<file path="src/rtl/shift_register_univ.sv">
// Universal shift register: parallel load, left/right shift and rotate, with fill tracking
// that flags when serial_out carries a real (non-filler) data bit.
module shift_register_univ #(
  parameter int unsigned WIDTH = 32
) (
  input  logic                         clock,
  input  logic                         reset,
  input  logic                         clear,
  input  logic                         load,
  input  logic                         enable,
  input  logic [1:0]                   mode,
  input  logic                         serial_in,
  input  logic [WIDTH-1:0]             load_data,
  output logic [WIDTH-1:0]             par_out,
  output logic                         serial_out,
  output logic                         out_valid,
  output logic [$clog2(WIDTH+1)-1:0]   fill_count,
  output logic                         full
);

  localparam int unsigned CW = $clog2(WIDTH + 1);
  localparam logic [CW-1:0] FillMax = CW'(WIDTH);

  typedef enum logic [1:0] {
    ModeShl = 2'b00,
    ModeShr = 2'b01,
    ModeRol = 2'b10,
    ModeRor = 2'b11
  } mode_e;

  logic [WIDTH-1:0] par_q, par_d;
  logic             sout_q, sout_d;
  logic             valid_q, valid_d;
  logic [CW-1:0]    fill_q, fill_d;
  logic             full_q, full_d;

  always_comb begin
    par_d   = par_q;
    sout_d  = sout_q;
    valid_d = valid_q;
    fill_d  = fill_q;
    full_d  = full_q;
    if (clear) begin
      par_d   = '0;
      sout_d  = 1'b0;
      valid_d = 1'b0;
      fill_d  = '0;
      full_d  = 1'b0;
    end else if (load) begin
      par_d   = load_data;
      valid_d = 1'b0;
      fill_d  = FillMax;
      full_d  = 1'b1;
    end else if (enable) begin
      // A real bit leaves only once the register was completely filled before this operation.
      valid_d = (fill_q == FillMax);
      unique case (mode_e'(mode))
        ModeShl: begin
          par_d  = {par_q[WIDTH-2:0], serial_in};
          sout_d = par_q[WIDTH-1];
        end
        ModeShr: begin
          par_d  = {serial_in, par_q[WIDTH-1:1]};
          sout_d = par_q[0];
        end
        ModeRol: begin
          par_d  = {par_q[WIDTH-2:0], par_q[WIDTH-1]};
          sout_d = par_q[WIDTH-1];
        end
        ModeRor: begin
          par_d  = {par_q[0], par_q[WIDTH-1:1]};
          sout_d = par_q[0];
        end
        default: ;
      endcase
      if (!mode[1] && (fill_q != FillMax)) begin
        fill_d = fill_q + CW'(1);
      end
      full_d = (fill_d == FillMax);
    end
  end

  always_ff @(posedge clock or negedge reset) begin
    if (!reset) begin
      par_q   <= '0;
      sout_q  <= 1'b0;
      valid_q <= 1'b0;
      fill_q  <= '0;
      full_q  <= 1'b0;
    end else begin
      par_q   <= par_d;
      sout_q  <= sout_d;
      valid_q <= valid_d;
      fill_q  <= fill_d;
      full_q  <= full_d;
    end
  end

  assign par_out    = par_q;
  assign serial_out = sout_q;
  assign out_valid  = valid_q;
  assign fill_count = fill_q;
  assign full       = full_q;

endmodule

</file>
<file path="config.mk">
export PLATFORM = sky130hd
export DESIGN_NAME = shift_register_univ
export DESIGN_NICKNAME = d
export VERILOG_FILES = /design/src/rtl/shift_register_univ.sv
export SDC_FILE = /design/constraint.sdc
export NUM_CORES = 1
export LEC_CHECK = 0
export BUFFER_PORTS_ARGS = -buffer_cell sky130_fd_sc_hd__buf_2
export CAP_MARGIN = 20
export CELL_PAD_IN_SITES_DETAIL_PLACEMENT = 2
export CELL_PAD_IN_SITES_GLOBAL_PLACEMENT = 2
export CORE_MARGIN = 4
export CORE_UTILIZATION = 30
export CTS_CLUSTER_SIZE = 25
export DETAILED_ROUTE_END_ITERATION = 10
export PLACE_DENSITY_LB_ADDON = 0.1
export SYNTH_ARGS = -nofsm -noshare
export SYNTH_HDL_FRONTEND = slang
export SYNTH_SLANG_ARGS = --single-unit
</file>
<file path="constraint.sdc">
create_clock -name clock -period 1.6 [get_ports clock]
set_input_delay 0.32 -clock clock [delete_from_list [all_inputs] [get_ports clock]]
set_output_delay 0.32 -clock clock [all_outputs]
set_load 0.05 [all_outputs]
</file>
-- Word-level counts from Yosys, hierarchy flattened
Cells that the tools add are included.
- equality and inequality tests: 7
- add/subtract/negate cells: 1
- reductions and logical operators: 8
- mux-type cells: 21
- operators by type and width (operator ; count):
    32-bit one-hot mux with 4 select lines ; 1
    32-bit two-way mux ; 3
    6-bit two-way mux ; 7
    6-bit equality test, second input constant ; 2
    1-bit two-way mux ; 9
    6-bit by 1-bit adder with 6-bit output, second input constant ; 1
    6-bit != test, second input constant ; 1
    2-bit equality test, second input constant ; 2
    2-bit OR reduction ; 2
    3-bit nonzero test ; 1
    2-bit by 1-bit equality test with 1-bit output, second input constant ; 1
    2-bit logical NOT ; 1
    2-bit != test, second input constant ; 1
    1-bit one-hot mux with 2 select lines ; 1
    2-bit AND reduction ; 1
    2-bit nonzero test ; 1
    1-bit logical AND ; 1
    1-bit logical NOT ; 1
- logic and storage cells: 42
- output and inout bits: 41
- flip-flop bits (word level): 41

-- Logic depth before layout (Yosys ltp)
- depth in word-level cells: 10
- gate-level depth with buffers: 6

-- Worst setup path before layout
OpenSTA, ideal clock, no wires.
- path type: register to register
- start: reg fill_q[0], in the netlist fill_count[0]
- end: reg fill_q[5], in the netlist fill_count[5]
- path slack: -0.207 ns
- clock period less this slack: 1.807 ns
- arrival: 1.674 ns
- path buffers: 0
- stages on the path, launching flop included: 6
- path through: dfrtp_1 inv_1 ha_1 a211oi_4 and4_1 nor3_2
- word-level cells in the longest chain between the ends: 9
- RTL lines (element ; RTL line ; text):
    start, declared ; 34 ; logic [CW-1:0] fill_q, fill_d;
    start signal, assigned ; 94 ; fill_q <= fill_d;
    branches (longest 2 deep; another with 6-bit by 1-bit adder with 6-bit output) ; -- ;
    6-bit two-way mux (*) ; 76 ; if (!mode[1] && (fill_q != FillMax)) begin
    6-bit two-way mux (*) ; 54 ; end else if (enable) begin
    6-bit two-way mux (*) ; 49 ; end else if (load) begin
    6-bit two-way mux (*) ; 43 ; if (clear) begin
    6-bit two-way mux (*) ; 54 ;
    6-bit two-way mux (*) ; 49 ;
    6-bit two-way mux (*) ; 43 ;
Every way passes the cells marked *. The select of a mux whose other input is x is not followed.
A chain may end at the register's enable or synchronous reset.

-- Worst setup path after layout
Ends and elaborated chain as after synthesis.

==> key figures <==
Worst setup path
  – WP data required: around 1.8 ns
  – Setup CP Type: register to register
  – Worst setup EP type: register
  – Worst path arrival time: around 1.7 ns
  – CP max FO: 6
  – CP startpoint kind: register

Clocking
  – Clock sink count: approximately 40
  – Clk_lat worst skew: 0.30 ns
  – CTS Root Cell: clkbuf_8
  – Worst-path clk slew: 0.09 ns
  – CTS buffer count: 5
  – CTS Buffer Depth: 2
  – CTS tree: yes
  – H-tree levels: 2

Yosys
  – Netlist cell types: a little over 40
  – Synthesized net count: 325
  – Top cell type's share of synthesized area: between 40% and 50%
  – Main flop type after synthesis: dfrtp_1
  – Yosys warns: 0
  – Synth Register Bits: 41
  – Most frequent cells after synthesis: 70 x nor2_1, 41 x dfrtp_1, 35 x mux2i_1
  – Mapped Area: 2537 µm²
  – Post-synthesis sequential area ratio: between 40 and 50%
  – Most common cell in the netlist: nor2_1
  – Area contributors post-synth: dfrtp_1 40%, mux2i_1 14%, nor2_1 10%
  – FFs w/ async S/R, synth: between 90% and 100%
  – Post-synth EDFFs: 0
  – Mean Syn Cell Area: 8.966 µm²
  – Area leader, netlist: dfrtp_1
  – Cells after Synth: ~280

Global routing
  – Global-route wire length before repair: 13860 µm
  – Total GRT Usage: between 15 and 20%
  – Vias in the first global route: between 2000 and 3000
  – Most Crowded Layer GR: met2
  – Initial antenna violation count: 0
  – Overflow after GRT: 0
  – Met1 Usage GRT: 22.06%
  – Met2 Track Usage GR: 30.12%
  – GRT met3 Usage: under 10%
  – Largest net degree at the start of global routing: 64

STA
  – Period minus WS final: 1.541 ns
  – Slew HR: approximately 72%
  – Fmax: approximately 0.65 GHz
  – RSZ-0062 raised after global routing: true
  – Least-Margin Pin Slew: 0.4162 ns
  – Period utilization: between 90 and 100%
  – Sum of negative setup slack: 0 ns
  – Final Hold Viols: 0
  – Max-slew violations: 0
  – Clock Skew: about 0.012 ns
  – Final worst setup slack: approximately 0.059 ns
  – Final setup violating endpoints: 0

Pwr
  – Power density over cell area: 810.4 nW/µm²
  – Max IR drop VDD: between 200 and 300 µV
  – Pleak: around 0.0015 µW
  – Overall power: approximately 2600 µW

Layout
  – Area of the multi-input gates: approximately 1400 µm²
  – Diode count: 0
  – Synthesis-to-layout area growth: 24.90%
  – FF/Latch Area: around 1000 µm²
  – Fill cells: slightly below 1000
  – Final instance count without filler cells: around 460
  – Final net count: 398
  – Layout cell share with drive strength beyond 1: about a third

Drt
  – Vias per cell: approximately 5.3
  – 1st-pass router iterations: 4
  – Iteration-0 DRC Markers: between 60 and 70
  – Via count: around 2400
  – ANT nets after route: 0
  – DRC viols: 0
  – DR WL/cell: between 15 and 20 µm
  – Final Routed Wirelength: roughly 8400 µm

Run
  – Max-Cap Viols: 0

Placed design
  – DP HPWL: 6076 µm
  – DP Worst Slack: 0.02181 ns
  – Port-buffer cells: 80
  – Routability Congestion: ~0.78
  – Cell count after placement: around 450

Die
  – I/O Pins: about 80
  – Die area: 9993 µm²
  – DIE WIDTH: about 100 µm
  – Placement Rows: 33
  – Die Ht: between 90 and 100 µm
  – Initial core utilization: a little under a third
  – Core area: between 8000 and 9000 µm²

Worst hold path
  – Type of the worst min-delay path: input port to register

Run status
  – Status: completed
flip-flops by register name (all words and copies together), names as in the netlist:
name and flops:
out_valid 1, serial_out 1, par_out 32, fill_count 6
full 1
what timing repair did:
item                                   CTS  global route
endpoints found under the hold margin   22             0
gates resized for setup                  0             5
hold buffers                             1             0
setup buffers                            0             0
setup endpoints to repair                0             2
worst paths after layout:
kind	start	to	slack (ns)	cells past startpoint
max reg2reg	fill_count[0]	fill_count[5]	0.06	5
min in group asynchronous	reset	par_out[5]	0.52	3
min reg2reg	out_valid	out_valid	0.59	2
max in group asynchronous	reset	fill_count[0]	0.85	3
min	load_data[23]	par_out[23]	0.26	3
max	fill_count[0]	fill_count[5]	0.06	5
logic make-up after synthesis:
family | count (synthesis) | synth area share (%)
xor+xnor | 3 | 1.036
mux | 35 | 13.81
buf+inv | 30 | 5.917
compound gates | 81 | 21.25
flops | 41 | 40.43
fa+ha+maj | 2 | 0.9860
simple gates | 91 | 16.57
layout make-up:
type / count / share of cell area [%]
well taps: 105 / 4.145
multi-input cells: 212 / 43.70
clock buffers: 6 / 2.290
flip-flops and latches: 41 / 32.61
clock inverters: 1 / 0.1579
inverters: 5 / 0.5922
repair buffers: 91 / 16.50
routing by layer:
| metal | part of all wire, % | up-vias |
|---|---|---|
| li1 | - | 1150 |
| met1 | 46 | 1223 |
| met2 | 49 | 48 |
| met3 | 4.1 | 9 |
| met4 | 1.2 | 0 |
| met5 | 0 | - |
placed cells by master (no fill, tap or decap), types with 2 or more instances in the layout:
cell type  instances
buf_2             80
dfrtp_1           35
nor3_1             3
buf_4              7
nand3b_1           2
ha_2               2
nand2_1            3
mux2i_1           35
a21oi_1           34
buf_12             3
clkbuf_8           5
a211oi_1          33
xor2_1             2
inv_1              4
o21ai_0            3
a211oi_2           2
dfrtp_2            6
nor2_1            70
per-stage QoR:
stage               utilization [%]  hold WS, ns  cell area, µm²
finish                        38.57       0.2595            3169
global route                  38.57       0.2544            3169
CTS                           38.31       0.2521            3148
detailed placement            37.25       0.3196            3060
global placement              37.25       0.3184            3060
floorplan                         -      0.02441            2547
worst max-delay path, cell delays in order, from the launching register on:
cell	delay [ns]
dfrtp_2	0.43
inv_2	0.06
ha_2	0.21
a211oi_4	0.40
and4_1	0.27
nor3_2	0.04
power breakdown:
part	total [µW]	switching, µW	internal (µW)
logic	726	495	231
clock network	673	375	298
registers	1170	73.3	1100
total	2570	944	1620
Note: power is estimated with default switching activity, not from simulation.
